### config.mk
export PLATFORM = sky130hd
export DESIGN_NAME = inst_fetch_seq_flat
export DESIGN_NICKNAME = d
export VERILOG_FILES = /design/src/rtl/inst_fetch_seq_if.sv /design/src/rtl/inst_fetch_seq.sv /design/src/flat_wrapper.sv
export SDC_FILE = /design/constraint.sdc
export NUM_CORES = 1
export LEC_CHECK = 0
export BUFFER_PORTS_ARGS = -buffer_cell sky130_fd_sc_hd__buf_2
export CORE_MARGIN = 8
export CORE_UTILIZATION = 57
export CTS_BUF_LIST = sky130_fd_sc_hd__clkbuf_2
export DETAILED_ROUTE_END_ITERATION = 6
export HOLD_SLACK_MARGIN = 0.15
export PLACE_DENSITY = 0.85
export SETUP_SLACK_MARGIN = 0.02
export SYNTH_ARGS = -nofsm -noshare
export SYNTH_HDL_FRONTEND = slang
export SYNTH_SLANG_ARGS = --single-unit
### constraint.sdc
create_clock -name clk -period 2.3 [get_ports clk]
set_input_delay 0.115 -clock clk [delete_from_list [all_inputs] [get_ports clk]]
set_output_delay 0.115 -clock clk [all_outputs]
set_load 0.1 [all_outputs]
### src/rtl/inst_fetch_seq_if.sv
// Memory read bus and instruction handshake between the fetch sequencer and its neighbours.
// The master side is the fetch sequencer; the slave side is memory plus the execute stage.
interface inst_fetch_seq_if #(
    parameter int INST_BYTES = 7,
    parameter int ADDR_W     = 16
);
    logic                    read;
    logic [ADDR_W-1:0]       address;
    logic [7:0]              din;
    logic                    mem_ready;
    logic                    inst_valid;
    logic [INST_BYTES*8-1:0] inst;
    logic [ADDR_W-1:0]       inst_pc;
    logic                    inst_ready;

    modport master (
        output read, address, inst_valid, inst, inst_pc,
        input  din, mem_ready, inst_ready
    );

    modport slave (
        input  read, address, inst_valid, inst, inst_pc,
        output din, mem_ready, inst_ready
    );
endinterface

### src/rtl/inst_fetch_seq.sv
// Instruction fetch sequencer: reads INST_BYTES bytes from the PC over an 8-bit bus,
// assembles them MSB-first and hands the word to execute with valid/ready.
//
// state | meaning
// IDLE  | no fetch in progress, waiting for run
// FETCH | issuing byte reads at pc+byte_idx
// HOLD  | instruction word presented, waiting for inst_ready
module inst_fetch_seq #(
    parameter int INST_BYTES = 7,
    parameter int ADDR_W     = 16
) (
    input  logic              clk,
    input  logic              rst,
    input  logic              run,
    input  logic              pc_load,
    input  logic [ADDR_W-1:0] pc_value,
    inst_fetch_seq_if.master  bus
);
    localparam int IDX_W  = $clog2(INST_BYTES);
    localparam int WORD_W = INST_BYTES * 8;
    localparam int ASM_W  = WORD_W - 8;

    typedef enum logic [1:0] {IDLE, FETCH, HOLD} state_t;

    state_t            state, state_nxt;
    logic [ADDR_W-1:0] pc;
    logic [IDX_W-1:0]  byte_idx;
    logic [ASM_W-1:0]  asm_q;
    logic [WORD_W-1:0] inst_q;
    logic [ADDR_W-1:0] inst_pc_q;
    logic              accept;
    logic              last_byte;
    logic              handoff;

    assign accept    = (state == FETCH) && bus.mem_ready;
    assign last_byte = accept && (byte_idx == IDX_W'(INST_BYTES - 1));
    assign handoff   = (state == HOLD) && bus.inst_ready;

    always_ff @(posedge clk or negedge rst) begin
        if (!rst) state <= IDLE;
        else      state <= state_nxt;
    end

    always_comb begin
        state_nxt      = state;
        bus.read       = (state == FETCH);
        bus.inst_valid = (state == HOLD);
        bus.address    = pc + ADDR_W'(byte_idx);
        bus.inst       = inst_q;
        bus.inst_pc    = inst_pc_q;
        case (state)
            IDLE:    if (run) state_nxt = FETCH;
            FETCH:   if (last_byte) state_nxt = HOLD;
            HOLD:    if (bus.inst_ready) state_nxt = run ? FETCH : IDLE;
            default: state_nxt = IDLE;
        endcase
        // A PC reload overrides whatever the current state would do, including a handshake.
        if (pc_load) state_nxt = run ? FETCH : IDLE;
    end

    always_ff @(posedge clk or negedge rst) begin
        if (!rst) begin
            pc        <= '0;
            byte_idx  <= '0;
            asm_q     <= '0;
            inst_q    <= '0;
            inst_pc_q <= '0;
        end else if (pc_load) begin
            pc       <= pc_value;
            byte_idx <= '0;
        end else begin
            if (state == IDLE) byte_idx <= '0;
            if (accept) begin
                asm_q    <= {asm_q[ASM_W-9:0], bus.din};
                byte_idx <= last_byte ? '0 : byte_idx + IDX_W'(1);
                if (last_byte) begin
                    inst_q    <= {asm_q, bus.din};
                    inst_pc_q <= pc;
                end
            end
            if (handoff) begin
                pc       <= pc + ADDR_W'(INST_BYTES);
                byte_idx <= '0;
            end
        end
    end
endmodule

### src/flat_wrapper.sv
// flat-port wrapper written by rule: the top's interface ports become plain ports
module inst_fetch_seq_flat 
#(
    parameter int INST_BYTES = 7,
    parameter int ADDR_W     = 16
)
  (clk, rst, run, pc_load, pc_value, bus_read, bus_address, bus_inst_valid, bus_inst, bus_inst_pc, bus_din, bus_mem_ready, bus_inst_ready);
  inst_fetch_seq_if #(.INST_BYTES(INST_BYTES), .ADDR_W(ADDR_W)) bus_i ();
  input  logic clk;
  input  logic rst;
  input  logic run;
  input  logic pc_load;
  input  logic [ADDR_W-1:0] pc_value;
  output wire logic [$bits(bus_i.read)-1:0] bus_read;
  output wire logic [$bits(bus_i.address)-1:0] bus_address;
  output wire logic [$bits(bus_i.inst_valid)-1:0] bus_inst_valid;
  output wire logic [$bits(bus_i.inst)-1:0] bus_inst;
  output wire logic [$bits(bus_i.inst_pc)-1:0] bus_inst_pc;
  input wire logic [$bits(bus_i.din)-1:0] bus_din;
  input wire logic [$bits(bus_i.mem_ready)-1:0] bus_mem_ready;
  input wire logic [$bits(bus_i.inst_ready)-1:0] bus_inst_ready;
  assign bus_read = bus_i.read;
  assign bus_address = bus_i.address;
  assign bus_inst_valid = bus_i.inst_valid;
  assign bus_inst = bus_i.inst;
  assign bus_inst_pc = bus_i.inst_pc;
  assign bus_i.din = bus_din;
  assign bus_i.mem_ready = bus_mem_ready;
  assign bus_i.inst_ready = bus_inst_ready;
  inst_fetch_seq #(.INST_BYTES(INST_BYTES), .ADDR_W(ADDR_W)) u_core (.clk(clk), .rst(rst), .run(run), .pc_load(pc_load), .pc_value(pc_value), .bus(bus_i));
endmodule
# After elaboration in Yosys (flattened, before gate mapping)
# Cells that the tools add are included.
[word_totals]
register_bits = 141
inputBits = 30
out_inout_bits = 90
word_cells = 38
[op_classes]
n_addsub = 3
n_eq_ne = 6
n_mux = 13
bitwise_logic = 1
reduce_logical = 9
[ops]
columns = ["cell", "n"]
rows = [
  ["two-way mux 16 bit", 2],
  ["adder 16 x 3 -> 16 bit", 1],
  ["adder 16 x 3 -> 16 bit (second input constant)", 1],
  ["two-way mux 3 bit", 5],
  ["two-way mux 2 bit", 4],
  ["inequality test 3 x 2 -> 1 bit (second input constant)", 2],
  ["case mux 2 bit (3 select lines)", 1],
  ["AND reduction 3 bit", 2],
  ["nonzero test 4 bit", 1],
  ["adder 3 x 1 -> 3 bit (second input constant)", 1],
  ["== test 3 bit (second input constant)", 1],
  ["logical AND 1 bit", 3],
  ["inequality test 3 bit (second input constant)", 1],
  ["== test 2 x 1 -> 1 bit (second input constant)", 1],
  ["== test 2 bit (second input constant)", 1],
  ["logical NOT 2 bit", 1],
  ["AND reduction 2 bit", 1],
  ["nonzero test 2 bit", 1],
  ["two-way mux 1 bit", 1],
  ["NOT 1 bit", 1],
]

# Depth between registers and ports, before layout
[depth]
depth_word = 7
ltp_mapped = 7

# Worst setup path before layout
# Ideal clock, no wire load.
[synth_timing]
path_type = "register -> output"
from = "reg u_core.pc[2]"
to = "out bus_address[13]"
arrival_time_ns = 2.871
path_slack_ns = -0.686
path_stages_with_launch = 6
n_path_buf = 0
cell_sequence = "dfrtp_1 > ha_1 > a21oi_1 > a21oi_1 > nand4_1 > xnor2_1"
[synth_between]
elab_chain_len = 1
[synth_lines]
columns = ["element", "line_no", "text"]
rows = [
  ["start, declared", "inst_fetch_seq.sv:26", "logic [ADDR_W-1:0] pc;"],
  ["start signal, assigned", "inst_fetch_seq.sv:69", "pc <= pc_value;"],
  ["start signal, assigned", "inst_fetch_seq.sv:82", "pc <= pc + ADDR_W'(INST_BYTES);"],
  ["adder 16 x 3 -> 16 bit", "inst_fetch_seq.sv:48", "bus.address = pc + ADDR_W'(byte_idx);"],
  ["end, declared", "flat_wrapper.sv:15", "output wire logic [$bits(bus_i.address)-1:0] bus_address;"],
]
# Every way passes these cells.

# Worst setup path after layout
[layout_timing]
from = "reg u_core.pc[0]"
to = "out bus_address[4]"
# The elaborated chain is that of the path after synthesis.

==> impl_results.md <==
- CP required: 2.18 ns
- Fmax: 0.349 GHz
- Largest stage delay on the critical path: 0.48 ns
- CTS Buf Count: 17
- Final Util: 81.3%
- Post-route setup slack: -0.565 ns
- WL per Instance: 22.7 um
- DRT iter0 DRCs: 404
- Reg clk slew, reported paths: 0.21 ns
- Nets: 701
- Slowest library cell on the worst path: dfrtp_1
- Fillers: 551
- RR Startpoint: u_core.pc[0]
- WP depth: 7
- Hold Vio Cnt, Final: 0
- Grt total ovfl: 0
- Slew HR: 54.8%
- Initial Utilization: 58.3%
- Clock tree buffer depth: 2
- Run status: complete, but fails checks
- Hold Slack: 0.235 ns
- Slew @ Worst Pin: 0.678 ns
- Worst-Skew Late Latency: 0.70 ns
- Vias in the first global route: 4953
- Pre-CTS setup slack: -0.0389 ns
- TritonCTS clock tree: done
- Routability cong.: 0.862
- Critical Path Start: u_core.pc[0]
- Post-route cell area: 8810 sq um
- First-pass GRT wire length: 27.1 mm
- Sequential element share of the synthesized area: 55.8%
- Routed WL: 18.7 mm
- Cells on Worst Hold Path: 4
- Yosys warning count: 0
- Clock power frac: 21.6%
- Violated checks: setup timing
- Worst Setup End Kind: output pin
- Clk_skew: 0.0264 ns
- Syn-to-layout area delta: 39.3%
- H-tree levels: 4
- Post-DP Area: 7350 sq um
- Post-synthesis average cell area: 14.5 sq um
- Crit-path cells: ha_4 -> fa_2 -> a21o_1 -> buf_4 -> nand2_1 -> xnor2_2 -> buf_12
- Peak VDD IR: 0.000505 V
- Via count: 4665
- Area of the core: 10800 sq um
- Synthesized area: 6320 sq um
- WS Path Type: register to output pin
- Total GRT Usage: 24.1%
- Arrival time of the worst setup path: 2.75 ns
- Hold Path Class: input pin to register
- Asr flop ratio synth: 100%
- Gate power share: 22.0%
- Final setup fails: 16
- PortBufs: 119
- CP Max Fanout: 2
- DIE AREA: 14700 sq um
- LEAKAGE: 4.27 nW
- Hpwl dp: 9.49 mm
- Critical Path Start Type: register
- Share of layout cells above drive strength 1: 52.0%
- Post-Synthesis Cells: 435
- Die X: 121 um
- Die Y-Extent: 121 um
- Net Sw Frac: 31.9%
- Root buf cell: clkbuf_2
- Vias per inst: 5.68
- Synth Flop Type: dfrtp_1
- Sequential share of power: 56.4%
- Initial antenna violation count: 5
- Largest net degree at the start of global routing: 75
- Antenna Nets Post-Route: 0
- DR DRC count: 0
- Min Clock Period, post-route: 2.87 ns
- Psw: 1.82 mW
- Worst r2r path cells: 7
- Max-cap violations: 0
- Final period utilization: 125%
- Number of cell rows: 38
- Worst hold start: pc_value[10]
- Distinct cells, synth: 45
- I/O pin count: 120
- PD cells: 650 nW/um^2
- Delay-heaviest family, CP: adder cells
- CTS Sinks: 141
- Synth Net Count: 472
- Flops & latches, synth: 141
- TritonRoute pass-1 iters: 6
- P_int: 3.90 mW
- Slew Limit Fails: 0
- Buf+Inv Stages, Crit Path: 2
- RSZ-0062 raised after global routing: true
- Post-synth EDFFs: 0
## power groups by stage
| stage | Clock (mW) | Sequential (mW) | Combinational, mW |
|---|---|---|---|
| finish | 1.23 | 3.23 | 1.26 |
| global route | 1.37 | 3.28 | 1.33 |
| CTS | 1.26 | 3.21 | 1.19 |
| detailed placement | 0 | 3.26 | 1.01 |
| global placement | 0 | 3.21 | 0.967 |
| floorplan | 0 | 3.11 | 0.763 |
## cell usage in the layout (no fill, tap or decap), types with 6 or more instances in the layout
cell and instances:
buf_12 19, buf_2 103, buf_4 25, buf_6 9, clkbuf_2 22, dfrtp_1 132
dfrtp_2 9, dlygate4sd3_1 77, mux2_2 50, mux2_4 70, nand2_1 26, nand4_1 6
nor2_1 9, o21ai_0 16, xnor2_1 7
## metal layers
layer	vias up	GRT usage, %	wire (um)
met5	-	0	0
met4	0	15.6	1180
met3	93	6.79	1290
met2	241	38.2	9090
met1	2340	28.4	7090
li1	1991	-	-
## per-stage QoR
step                      TNS (ns)  instances  total power, mW
after floorplan             -0.807        435             3.88
after global placement           0        687             4.18
after detailed placement   -0.0389        687             4.27
after CTS                    -4.07        806             5.66
after global routing         -7.87        822             5.99
final                        -5.79        822             5.72
## state kept, by name, summed over array words and instances, names as in the netlist
| signal | flops |
|---|---|
| u_core.bus.inst_pc | 16 |
| u_core.asm_q | 48 |
| u_core.state | 2 |
| u_core.bus.inst | 56 |
| u_core.pc | 16 |
| u_core.byte_idx | 3 |
## path summary, 6_finish.rpt
path,to,slack [ns]
worst max-delay path,bus_address[4],-0.57
worst min-delay path,u_core.pc[10],0.23
worst max register to register,u_core.pc[3],-0.21
worst min register to register,u_core.bus.inst[49],0.53
max in group asynchronous,u_core.bus.inst[47],0.99
min in group asynchronous,u_core.asm_q[5],0.56
## area by class of cell
| class | instances | area (sq um) | area share (%) |
|---|---|---|---|
| tap | 140 | 175 | 1.99 |
| multi-input combinational | 264 | 2910 | 33.0 |
| clock buffer | 22 | 110 | 1.25 |
| timing repair buffer | 234 | 1970 | 22.4 |
| inverter | 6 | 22.5 | 0.256 |
| sequential | 141 | 3540 | 40.2 |
| antenna | 5 | 12.5 | 0.142 |
| clock inverter | 10 | 73.8 | 0.838 |
## logic make-up after synthesis
group,share of synthesized area [%]
DFF,55.8
muxes,25.8
and+or+nand+nor,6.59
AOI/OAI and AO/OA,2.85
buffers and inverters,4.11
xor gates and xnor gates,3.32
adders and majority gates,1.50
## repair_timing
item	CTS	global route
buffers inserted	8	13
endpoints found under the hold margin	184	2
endpoints found under the setup margin	15	36
hold buffers	79	1
gates cloned	0	0
pin swaps	10	11
resized for setup	52	19
## worst register-to-register path: stages (launching register included)
cell,delay [ns]
dfrtp_1,0.48
buf_4,0.18
nor3_1,0.21
buf_4,0.22
nor2_1,0.11
xnor2_1,0.36
o21ai_0,0.21
dlygate4sd3_1,0.62
## cell usage after synthesis, types with 3 or more instances
library cell,n,area [sq um]
dfrtp_1,141,3530
mux2_4,70,1050
mux2_2,50,563
nand2_1,28,105
o21ai_0,16,80.1
xnor2_1,15,131
nor2_1,12,45.0
xor2_1,9,78.8
buf_12,8,160
buf_2,7,35.0
clkbuf_1,6,22.5
ha_1,6,75.1
nand3_1,6,30.0
nand4_1,6,37.5
inv_1,5,18.8
a21oi_1,4,20.0
nor2b_1,4,25.0
nor3_1,4,20.0
a31oi_1,3,18.8
nand2b_1,3,18.8
nor4_1,3,18.8
No activity file was read; power rests on OpenSTA's default activity.
